**src/rtl/gpio_cfg_pkg.sv**
```systemverilog
// Shared constants and types for the GPIO configuration loader:
// field positions of the configuration word, FSM states and the reset default.
package gpio_cfg_pkg;

    localparam int CFG_MGMT_ENA    = 0;
    localparam int CFG_OUTENB      = 1;
    localparam int CFG_HOLDOVER    = 2;
    localparam int CFG_INP_DIS     = 3;
    localparam int CFG_IB_MODE_SEL = 4;
    localparam int CFG_ANALOG_EN   = 5;
    localparam int CFG_ANALOG_SEL  = 6;
    localparam int CFG_ANALOG_POL  = 7;
    localparam int CFG_SLOW_SEL    = 8;
    localparam int CFG_VTRIP_SEL   = 9;
    localparam int CFG_DM_LSB      = 10;
    localparam int CFG_DM_MSB      = 12;

    localparam logic [12:0] CFG_RESET_DEFAULT = 13'h0402;

    typedef enum logic [1:0] {
        INIT  = 2'd0,
        IDLE  = 2'd1,
        SHIFT = 2'd2
    } cfg_state_t;

    function automatic logic [2:0] cfg_dm(input logic [12:0] cfg);
        return cfg[CFG_DM_MSB:CFG_DM_LSB];
    endfunction

endpackage

```
**src/rtl/gpio_cfg_shreg.sv**
```systemverilog
// Serial configuration shift register with a saturating count of bits
// shifted since the last parallel load or counter clear.
module gpio_cfg_shreg
    import gpio_cfg_pkg::*;
#(
    parameter int CFG_W           = 13,
    parameter int SHIFT_MSB_FIRST = 1
) (
    input  logic             clk,
    input  logic             resetn,
    input  logic             load,
    input  logic [CFG_W-1:0] load_val,
    input  logic             shift,
    input  logic             din,
    input  logic             clr_cnt,
    output logic [CFG_W-1:0] shreg,
    output logic [3:0]       bit_count
);

    localparam logic [3:0] CNT_MAX = 4'(CFG_W);

    logic [CFG_W-1:0] shreg_q, shreg_d, shifted;
    logic [3:0]       cnt_q, cnt_d;

    always_comb begin
        if (SHIFT_MSB_FIRST != 0) shifted = {shreg_q[CFG_W-2:0], din};
        else                      shifted = {din, shreg_q[CFG_W-1:1]};

        shreg_d = shreg_q;
        cnt_d   = cnt_q;
        if (load) begin
            shreg_d = load_val;
            cnt_d   = 4'd0;
        end else begin
            if (shift) shreg_d = shifted;
            // A commit clears the count even if a bit shifts in the same cycle.
            if (clr_cnt)                      cnt_d = 4'd0;
            else if (shift && cnt_q != CNT_MAX) cnt_d = cnt_q + 4'd1;
        end
    end

    always_ff @(posedge clk or negedge resetn) begin
        if (!resetn) begin
            shreg_q <= '0;
            cnt_q   <= 4'd0;
        end else begin
            shreg_q <= shreg_d;
            cnt_q   <= cnt_d;
        end
    end

    assign shreg     = shreg_q;
    assign bit_count = cnt_q;

endmodule

```
**src/rtl/gpio_config_loader.sv**
```systemverilog
// GPIO pad configuration loader: captures mask defaults after reset, accepts
// serially shifted words on commit, and flags value changes with a pulse.
module gpio_config_loader
    import gpio_cfg_pkg::*;
#(
    parameter int CFG_W           = 13,
    parameter int SHIFT_MSB_FIRST = 1
) (
    input  logic             clk,
    input  logic             resetn,
    input  logic [CFG_W-1:0] gpio_defaults,
    input  logic             load_defaults,
    input  logic             serial_en,
    input  logic             serial_data_in,
    input  logic             serial_load,
    output logic             serial_data_out,
    output logic [CFG_W-1:0] gpio_config,
    output logic             cfg_valid,
    output logic             cfg_changed,
    output logic [3:0]       bit_count
);

    cfg_state_t       state_q, state_d;
    logic [CFG_W-1:0] cfg_q, cfg_d;
    logic             valid_q, valid_d;
    logic             changed_q, changed_d;
    logic             sh_load, sh_shift, sh_clr;
    logic [CFG_W-1:0] shreg;

    gpio_cfg_shreg #(
        .CFG_W          (CFG_W),
        .SHIFT_MSB_FIRST(SHIFT_MSB_FIRST)
    ) u_shreg (
        .clk      (clk),
        .resetn   (resetn),
        .load     (sh_load),
        .load_val (gpio_defaults),
        .shift    (sh_shift),
        .din      (serial_data_in),
        .clr_cnt  (sh_clr),
        .shreg    (shreg),
        .bit_count(bit_count)
    );

    always_comb begin
        state_d   = state_q;
        cfg_d     = cfg_q;
        valid_d   = valid_q;
        changed_d = 1'b0;
        sh_load   = 1'b0;
        sh_shift  = 1'b0;
        sh_clr    = 1'b0;
        case (state_q)
            INIT: begin
                cfg_d   = gpio_defaults;
                valid_d = 1'b1;
                sh_load = 1'b1;
                state_d = IDLE;
            end
            IDLE, SHIFT: begin
                state_d = serial_en ? SHIFT : IDLE;
                if (load_defaults) begin
                    cfg_d   = gpio_defaults;
                    sh_load = 1'b1;
                end else begin
                    sh_shift = serial_en;
                    if (serial_load) begin
                        cfg_d  = shreg;
                        sh_clr = 1'b1;
                    end
                end
                changed_d = (cfg_d != cfg_q);
            end
            default: state_d = INIT;
        endcase
    end

    always_ff @(posedge clk or negedge resetn) begin
        if (!resetn) begin
            state_q   <= INIT;
            cfg_q     <= '0;
            valid_q   <= 1'b0;
            changed_q <= 1'b0;
        end else begin
            state_q   <= state_d;
            cfg_q     <= cfg_d;
            valid_q   <= valid_d;
            changed_q <= changed_d;
        end
    end

    assign serial_data_out = shreg[CFG_W-1];
    assign gpio_config     = cfg_q;
    assign cfg_valid       = valid_q;
    assign cfg_changed     = changed_q;

endmodule

```
**config.mk**
```make
export PLATFORM = sky130hd
export DESIGN_NAME = gpio_config_loader
export DESIGN_NICKNAME = d
export VERILOG_FILES = /design/src/rtl/gpio_cfg_pkg.sv /design/src/rtl/gpio_cfg_shreg.sv /design/src/rtl/gpio_config_loader.sv
export SDC_FILE = /design/constraint.sdc
export NUM_CORES = 1
export LEC_CHECK = 0
export CAP_MARGIN = 20
export CORE_ASPECT_RATIO = 0.7
export CORE_MARGIN = 10
export CORE_UTILIZATION = 51
export DETAILED_ROUTE_END_ITERATION = 12
export HOLD_SLACK_MARGIN = 0.03
export PLACE_DENSITY_LB_ADDON = 0.05
export REMOVE_ABC_BUFFERS = 1
export SETUP_SLACK_MARGIN = 0.05
export SLEW_MARGIN = 30
export SYNTH_ARGS = -nofsm -noshare
export SYNTH_HDL_FRONTEND = slang
export SYNTH_HIERARCHICAL = 1
export SYNTH_SLANG_ARGS = --single-unit
export TNS_END_PERCENT = 100
```
**constraint.sdc**
```tcl
create_clock -name clk -period 2.7 [get_ports clk]
set_clock_uncertainty 0.15 [all_clocks]
set_input_delay 0.405 -clock clk [delete_from_list [all_inputs] [get_ports clk]]
set_output_delay 0.405 -clock clk [all_outputs]
set_load 0.1 [all_outputs]
```
==> results by stage, run 1 <==
Outcome:
- The flow ran to the end, and the final reports show no timing, DRC or antenna violations.

Die:
- The die outline height is between 70 and 80 microns.
- The width of the die is between 90 and 100 microns.
- The floorplan die area is 6740 sq um.
- The floorplan has 18 rows.
- The number of ports placed on the die boundary is 39.
- For this configuration, the core starts out at a cell density of a little over half.
- The floorplan core area is 3600 sq um.

Clock tree:
- The number of buffers created by CTS is 5.
- The H-tree depth is 2.
- In this run the clock root is driven by a sky130_fd_sc_hd__clkbuf_8.
- Clock latency on the worst-skew pair, taken at its later pin, is 0.28 ns.
- The maximum number of buffers from clock root to sink is 2.
- The number of hold buffers added after CTS is 0.
- The total number of clock tree sinks is 34.
- After clock tree synthesis, the clock-pin slew on the worst setup and hold paths is roughly 0.070 ns.
- Gates resized during post-CTS repair numbered 0.
- The number of setup buffers added after CTS is 0.
- TritonCTS built the clock tree.

Min path:
- The hold path endpoint is cfg_valid.
- In this run the worst hold path is classified as flip-flop to flip-flop.
- The hold path depth is 1.
- The worst min-delay path startpoint is cfg_valid.

Placed design:
- The detailed placement HPWL is ~3.7 mm.
- The last weighted congestion value of the routability-driven placer is 0.869.
- The worst setup slack after placement is approximately 0.42 ns.
- Input and output buffers added on the ports amount to 38.
- After detailed placement, the design holds a cell count of ~280.

GRT:
- The first-pass GRT wire length is between 8 and 9 mm.
- The initial antenna violation count was 0.
- The global routing usage summed across all routing layers is 15.3%.
- The via count of the first global-routing pass came to 1,587.
- The pin count of the biggest net entering global routing is 35.
- After global routing the overflow that remains totals 0.

Finish:
- Relative to the synthesized area, the layout overhead comes to 24.6%.
- The repair_antennas step left the layout with diodes totalling 0.
- Of the cells placed in the final design, the portion with a size suffix greater than 1 is around 17%.
- For this run, the number of standard cells in the final layout without fillers is 290.
- Counting the fill cells in the layout gives between 200 and 300.
- After the last flow step, the layout net total stands at between 200 and 300.

Setup path:
- The startpoint identified for the worst register-to-register timing path is state_q[0].
- At the worst endpoint, the arrival time is about 2 ns.
- Data on the critical path is required at its endpoint by around 2.7 ns.
- STA classifies the critical path endpoint as a flip-flop.
- In this run the critical register-to-register path is captured at u_shreg/bit_count[2].
- By startpoint and endpoint, the worst setup path is classified as flip-flop to flip-flop.
- The logic depth of the worst register-to-register path is 7.
- The startpoint type of the worst setup path is a flip-flop.
- The worst register-to-register path has a setup slack of roughly 0.67 ns.
- In this run the worst path has a maximum fanout of 17.

Yosys:
- After synthesis, the cell types taking the most area are sky130_fd_sc_hd__dfrtp_1, sky130_fd_sc_hd__xor2_1, sky130_fd_sc_hd__mux2i_1, sky130_fd_sc_hd__o21ai_0, sky130_fd_sc_hd__nand2_1.
- Among all cell types in the netlist, the one instantiated most often is sky130_fd_sc_hd__dfrtp_1.
- The commonest cells after synthesis are sky130_fd_sc_hd__dfrtp_1, sky130_fd_sc_hd__nand2_1, sky130_fd_sc_hd__o21ai_0.
- The cell area that synthesis handed to floorplanning was approximately 2000 sq um.
- Summed over its instances, the top area cell type makes up between 40% and 50% of the synthesized netlist area.
- The most used flip-flop cell after synthesis is sky130_fd_sc_hd__dfrtp_1.
- In this run, distinct cell masters in the synthesized netlist total 35.
- During synthesis, Yosys emitted a total of 6 warnings.
- The mean instance size in the synthesized netlist is between 9 and 10 sq um.
- The proportion of register bits with asynchronous set or reset after synthesis is 100%.
- The number of synthesized register bits is 34.
- The synthesized design contains 0 enable-type register cells.
- Summed over all instances, the cell type with the most area after synthesis is sky130_fd_sc_hd__dfrtp_1.
- After technology mapping, the gate count stands at around 200.
- The share of the yosys chip area belonging to registers is a little over two fifths.

Routing:
- The routed wire length per instance is between 15 and 20 microns.
- The iteration-0 DRC count of the detailed router is 105.
- The first detailed-routing pass ran for 4 iterations.
- The post-detailed-route count of antenna-violating nets is 0.
- The wire length after detailed routing is just under 5 mm.
- After detailed routing, the number of vias per cell comes to approximately 5.5.
- For this run, design rule violations remaining after detail routing come to 0.
- The via count is about 1,600.

Timing:
- The number of pins exceeding their max-slew limit in the final report is 0.
- The minimum clock period is 2.03 ns.
- The smallest setup slack after layout is approximately 0.67 ns.
- For the pin with the worst max-slew slack, the measured transition is 0.639 ns.
- The worst slew margin relative to its limit is a little under three fifths.
- The final number of setup-violating endpoints is 0.
- In the finished design, the share of the clock period the worst path needs comes to approximately three quarters.
- Based on the critical path, the design can be clocked at up to between 400 and 500 MHz.
- The number of failing hold endpoints at the final stage was 0.
- Setup repair after global routing left no endpoint under its margin.

Flow run:
- The tool flagged a number of max-cap violations equal to 0.
-- cells in the final DEF (no fill, tap or decap), types with 5 or more instances in the layout --
cell type,n
sky130_fd_sc_hd__nand2_1,30
sky130_fd_sc_hd__o21ai_0,25
sky130_fd_sc_hd__clkdlybuf4s50_1,18
sky130_fd_sc_hd__xor2_1,24
sky130_fd_sc_hd__buf_4,28
sky130_fd_sc_hd__a22oi_1,13
sky130_fd_sc_hd__dfrtp_1,34
sky130_fd_sc_hd__mux2i_1,15
sky130_fd_sc_hd__inv_1,6
sky130_fd_sc_hd__clkbuf_8,5
-- worst max path at each step --
stage / cells after the start / startpoint / end
2_1_floorplan: 6 / state_q[0] / u_shreg/bit_count[3]
3_3_place_gp: 6 / load_defaults / u_shreg/bit_count[2]
3_5_place_dp: 6 / load_defaults / u_shreg/bit_count[3]
4_1_cts: 7 / state_q[0] / u_shreg/bit_count[3]
5_1_grt: 7 / state_q[0] / u_shreg/shreg[12]
6_report: 7 / state_q[0] / u_shreg/bit_count[2]
-- kinds of logic (layout without fill, tap and decap cells) --
logic type | after synthesis | count (layout) | share of synthesized area [%]
XOR/XNOR | 26 | 26 | 11.7
adder cells (fa/ha/maj) | 4 | 4 | 2.57
AO/OA/AOI/OAI | 49 | 49 | 15.8
AND/OR/NAND/NOR | 52 | 52 | 13.9
multiplexers | 15 | 15 | 7.70
flip-flops | 34 | 34 | 43.6
buffers and inverters | 16 | 60 | 4.68
-- critical path, cell delays in order, from the launching register on --
cell and delay [ns]:
sky130_fd_sc_hd__dfrtp_1 0.35, sky130_fd_sc_hd__inv_1 0.05, sky130_fd_sc_hd__ha_1 0.34, sky130_fd_sc_hd__nand2b_1 0.11
sky130_fd_sc_hd__buf_4 0.18, sky130_fd_sc_hd__nor2_4 0.37, sky130_fd_sc_hd__nor2_1 0.14, sky130_fd_sc_hd__and3b_1 0.20
-- cell type report --
class | instances | area, sq um | share of cell area, %
repair buffers | 47 | 410 | 16.9
inverters | 6 | 22.5 | 0.926
flip-flops and latches | 34 | 851 | 35.0
clock buffers | 7 | 76.3 | 3.14
well taps | 50 | 62.6 | 2.57
multi-input cells | 146 | 1010 | 41.5
-- metrics by stage --
stage / TNS, ns / hold slack, ns / util [%] / area (sq um)
2_1_floorplan: -0.777 / -0.0406 / - / 1880
3_3_place_gp: 0 / 0.303 / 65.3 / 2350
3_5_place_dp: 0 / 0.314 / 65.3 / 2350
4_1_cts: 0 / 0.334 / 67.5 / 2430
5_1_grt: 0 / 0.353 / 67.5 / 2430
6_report: 0 / 0.327 / 67.5 / 2430
-- flip-flops by register name, summed over array words and instances, names as in the netlist --
register and count:
gpio_config 13, u_shreg/bit_count 4, state_q 2, cfg_changed 1, cfg_valid 1, u_shreg/shreg 13
-- layer usage --
| layer | vias up | track usage (%) | share of wire, % | wire, microns |
|---|---|---|---|---|
| li1 | 777 | - | - | - |
| met1 | 759 | 20.6 | 48 | 2370 |
| met2 | 48 | 22.9 | 46 | 2250 |
| met3 | 2 | 5.62 | 5.9 | 289 |
| met4 | 0 | 3.03 | 0.26 | 13 |
| met5 | - | 0 | 0 | 0 |
Power of run 1 is left out: the tool's default activity adds up to more than one toggle a clock period on the data nets, which glitch-free logic cannot reach.
==> run 2, diff against run 1 <==
Clock period 2.7 ns to 2.02 ns, I/O delays scaled along.
==> run 2 against run 1 <==
Against the previous run:
- setup slack worse by 0.47 ns
- first-iteration DRC count is 17% higher
- register-to-register slack worse by 0.47 ns
- critical path depth stayed put
- final cell count is 5.5% higher
- largest cell class unchanged
- critical path type unchanged
- worst hold slack worse by 0.061 ns
- utilization is 10 points higher
- count of clock-buffer cells in the layout stayed put
- global-route usage is 0.84 points higher
- cell area is 15% higher
==> results by stage, run 2 (synthesized netlist as in run 1, its figures left out) <==
GRT:
- The pin count of the biggest net entering global routing came to 35 (unchanged).
- The first-pass GRT wire length is 8.83 mm (+7.0%).
- The total congestion overflow is 0 (unchanged).
- The via count of the first global-routing pass was 1,778 (+12%).
- The initial antenna violation count is 0 (unchanged).
- The global routing usage summed across all routing layers was 16.1% (+0.84 points).

Timing:
- The worst slew margin relative to its limit is 71.0% (+14 points).
- The actual slew at the worst max-slew pin is 0.435 ns (-0.203 ns).
- The highest attainable clock frequency is 549 MHz (+11%).
- The minimum clock period was 1.82 ns (-0.207 ns).
- The number of failing hold endpoints at the final stage is 0 (unchanged).
- The number of pins exceeding their max-slew limit in the final report is 0 (unchanged).
- Setup repair after global routing left no endpoint under its margin.
- The final number of setup-violating endpoints is 0 (unchanged).
- The worst hold-check slack is 0.266 ns (-0.0609 ns).
- The fraction of the cycle the final worst path needs is 90.2% (+15 points).

Clock tree:
- The maximum number of buffers from clock root to sink is 2 (unchanged).
- The number of hold buffers added after CTS is 0 (unchanged).
- The total number of clock tree sinks is 34 (unchanged).
- The post-CTS clock slew at the launch and capture registers of the worst setup and hold paths is 0.06 ns (about the same).
- The clock insertion delay at the later pin of the skew report is 0.29 ns (about the same).
- The TritonCTS clock tree is built.
- The tree is rooted in a sky130_fd_sc_hd__clkbuf_8.
- The number of buffers created by CTS is 5 (unchanged).
- The H-tree depth is 2 (unchanged).

Setup path:
- The slowest library cell on the worst path is sky130_fd_sc_hd__a2111oi_2.
- The delay of the slowest cell on the worst path is 0.37 ns (about the same).
- The maximum net fanout on the critical path is 5 (-12).
- The data required time at the worst endpoint is 2.05 ns (-0.67 ns).
- The worst setup path is launched from a flip-flop.
- Walking the worst path, the cells encountered are inv_1 > ha_4 > nand2b_4 > nor2_2 > buf_4 > nand4_4 > a2111oi_2.
- The arrival time at the worst endpoint was 1.85 ns (-0.19 ns).
- The endpoint kind of the worst setup timing path is a flip-flop.
- The critical path is of the flip-flop to flip-flop type.

Placed design:
- The detailed placement HPWL came to 3.92 mm (+7.0%).
- The last weighted congestion value of the routability-driven placer is 0.863 (-0.74%).
- The count of buffers from port buffering is 38 (unchanged).

Finish:
- Leaving out fill and tap cells, the most frequent cell in the layout is sky130_fd_sc_hd__dfrtp_1.
- The antenna diode count is 0 (unchanged).
- Leaving out fill and tap cells, the most frequent cells in the layout are sky130_fd_sc_hd__dfrtp_1, sky130_fd_sc_hd__nand2_1, sky130_fd_sc_hd__buf_4, sky130_fd_sc_hd__o21ai_0, sky130_fd_sc_hd__xor2_1.
- The number of nets in the final layout is 279 (+6.1%).
- The fraction of final layout cells sized beyond drive strength 1 is 23.4% (+6.4 points).
- The share of the core filled with cells came to 77.7% (+10 points).
- Compared with the post-synthesis result, the final layout area differs by 43.5%.

Die:
- The effective utilization at floorplan was 54.1% (unchanged).
- The row count came to 18 (unchanged).
- The die outline height is 71.7 microns (unchanged).
- The number of ports placed on the die boundary was 39 (unchanged).
- The width of the die is 93.9 microns (unchanged).
- The floorplan core area came to 3600 sq um (unchanged).
- The floorplan die area is 6740 sq um (unchanged).

Routing:
- The number of remaining DRC errors is 0 (unchanged).
- The detailed-route vias per instance is 5.58 (+2.0%).
- The iteration-0 DRC count of the detailed router is 123 (+17%).
- The wire length after detailed routing was 5.35 mm (+8.8%).
- The number of detailed-route iterations in the first pass is 4 (unchanged).
- The post-detailed-route count of antenna-violating nets is 0 (unchanged).
- The via count is 1,707 (+7.6%).
- The routed wire length per instance was 17.5 microns (+3.1%).

Min path:
- The type of the most critical hold path is input port to async pin.

Flow run:
- The number of max-capacitance violations reported is 0 (unchanged).

Outcome:
- The run finished with clean final reports.
run 2: critical path: cells and delay by family, from the launching register on:
kind                       cells  cell delay (ns)
and+or+nand+nor                3             0.28
buffers and inverters          2             0.25
adders and majority gates      1             0.30
DFF                            1             0.35
AOI/OAI and AO/OA              1             0.37
run 2: layout make-up:
class / count / area [sq um]
fillers: 239 / 805
multi-input cells: 146 / 1030
well taps: 50 / 62.6
repair buffers: 63 / 756
clock buffers: 7 / 76.3
inverters: 6 / 22.5
flip-flops and latches: 34 / 851
run 2: stage by stage:
stage / cells / cell area [sq um] / TNS (ns) / worst slack [ns]
floorplan: 186 / 1880 / -12.48 / -0.847
global placement: 296 / 2680 / 0 / 0.00251
detailed placement: 296 / 2680 / -0.0388 / -0.0256
CTS: 303 / 2750 / 0 / 0.0532
global route: 306 / 2800 / 0 / 0.0527
finish: 306 / 2800 / 0 / 0.199
run 2: timing repair:
action | 4_1_cts | 5_1_grt
resized for setup | 0 | 3
endpoints found under the hold margin | 0 | 0
setup endpoints to repair | 0 | 20
buffers inserted | 0 | 3
run 2: worst paths after layout:
kind,startpoint,to,slack [ns],cells past startpoint
worst max-delay path,state_q[1],u_shreg/bit_count[3],0.20,7
min in group clk,cfg_valid,cfg_valid,0.32,1
worst min-delay path,resetn,u_shreg/bit_count[1],0.27,2
worst min register to register,cfg_valid,cfg_valid,0.32,1
worst max register to register,state_q[1],u_shreg/bit_count[3],0.20,7
max in group asynchronous,resetn,u_shreg/shreg[12],1.14,2
run 2: routing by layer:
metal | vias to the layer above | track usage, % | wire length, microns
met5 | - | 0 | 0
met4 | 0 | 4.71 | 53
met3 | 7 | 5.10 | 343
met2 | 46 | 25.9 | 2620
met1 | 846 | 20.3 | 2340
li1 | 808 | - | -
Power of run 2 is left out for the same reason.
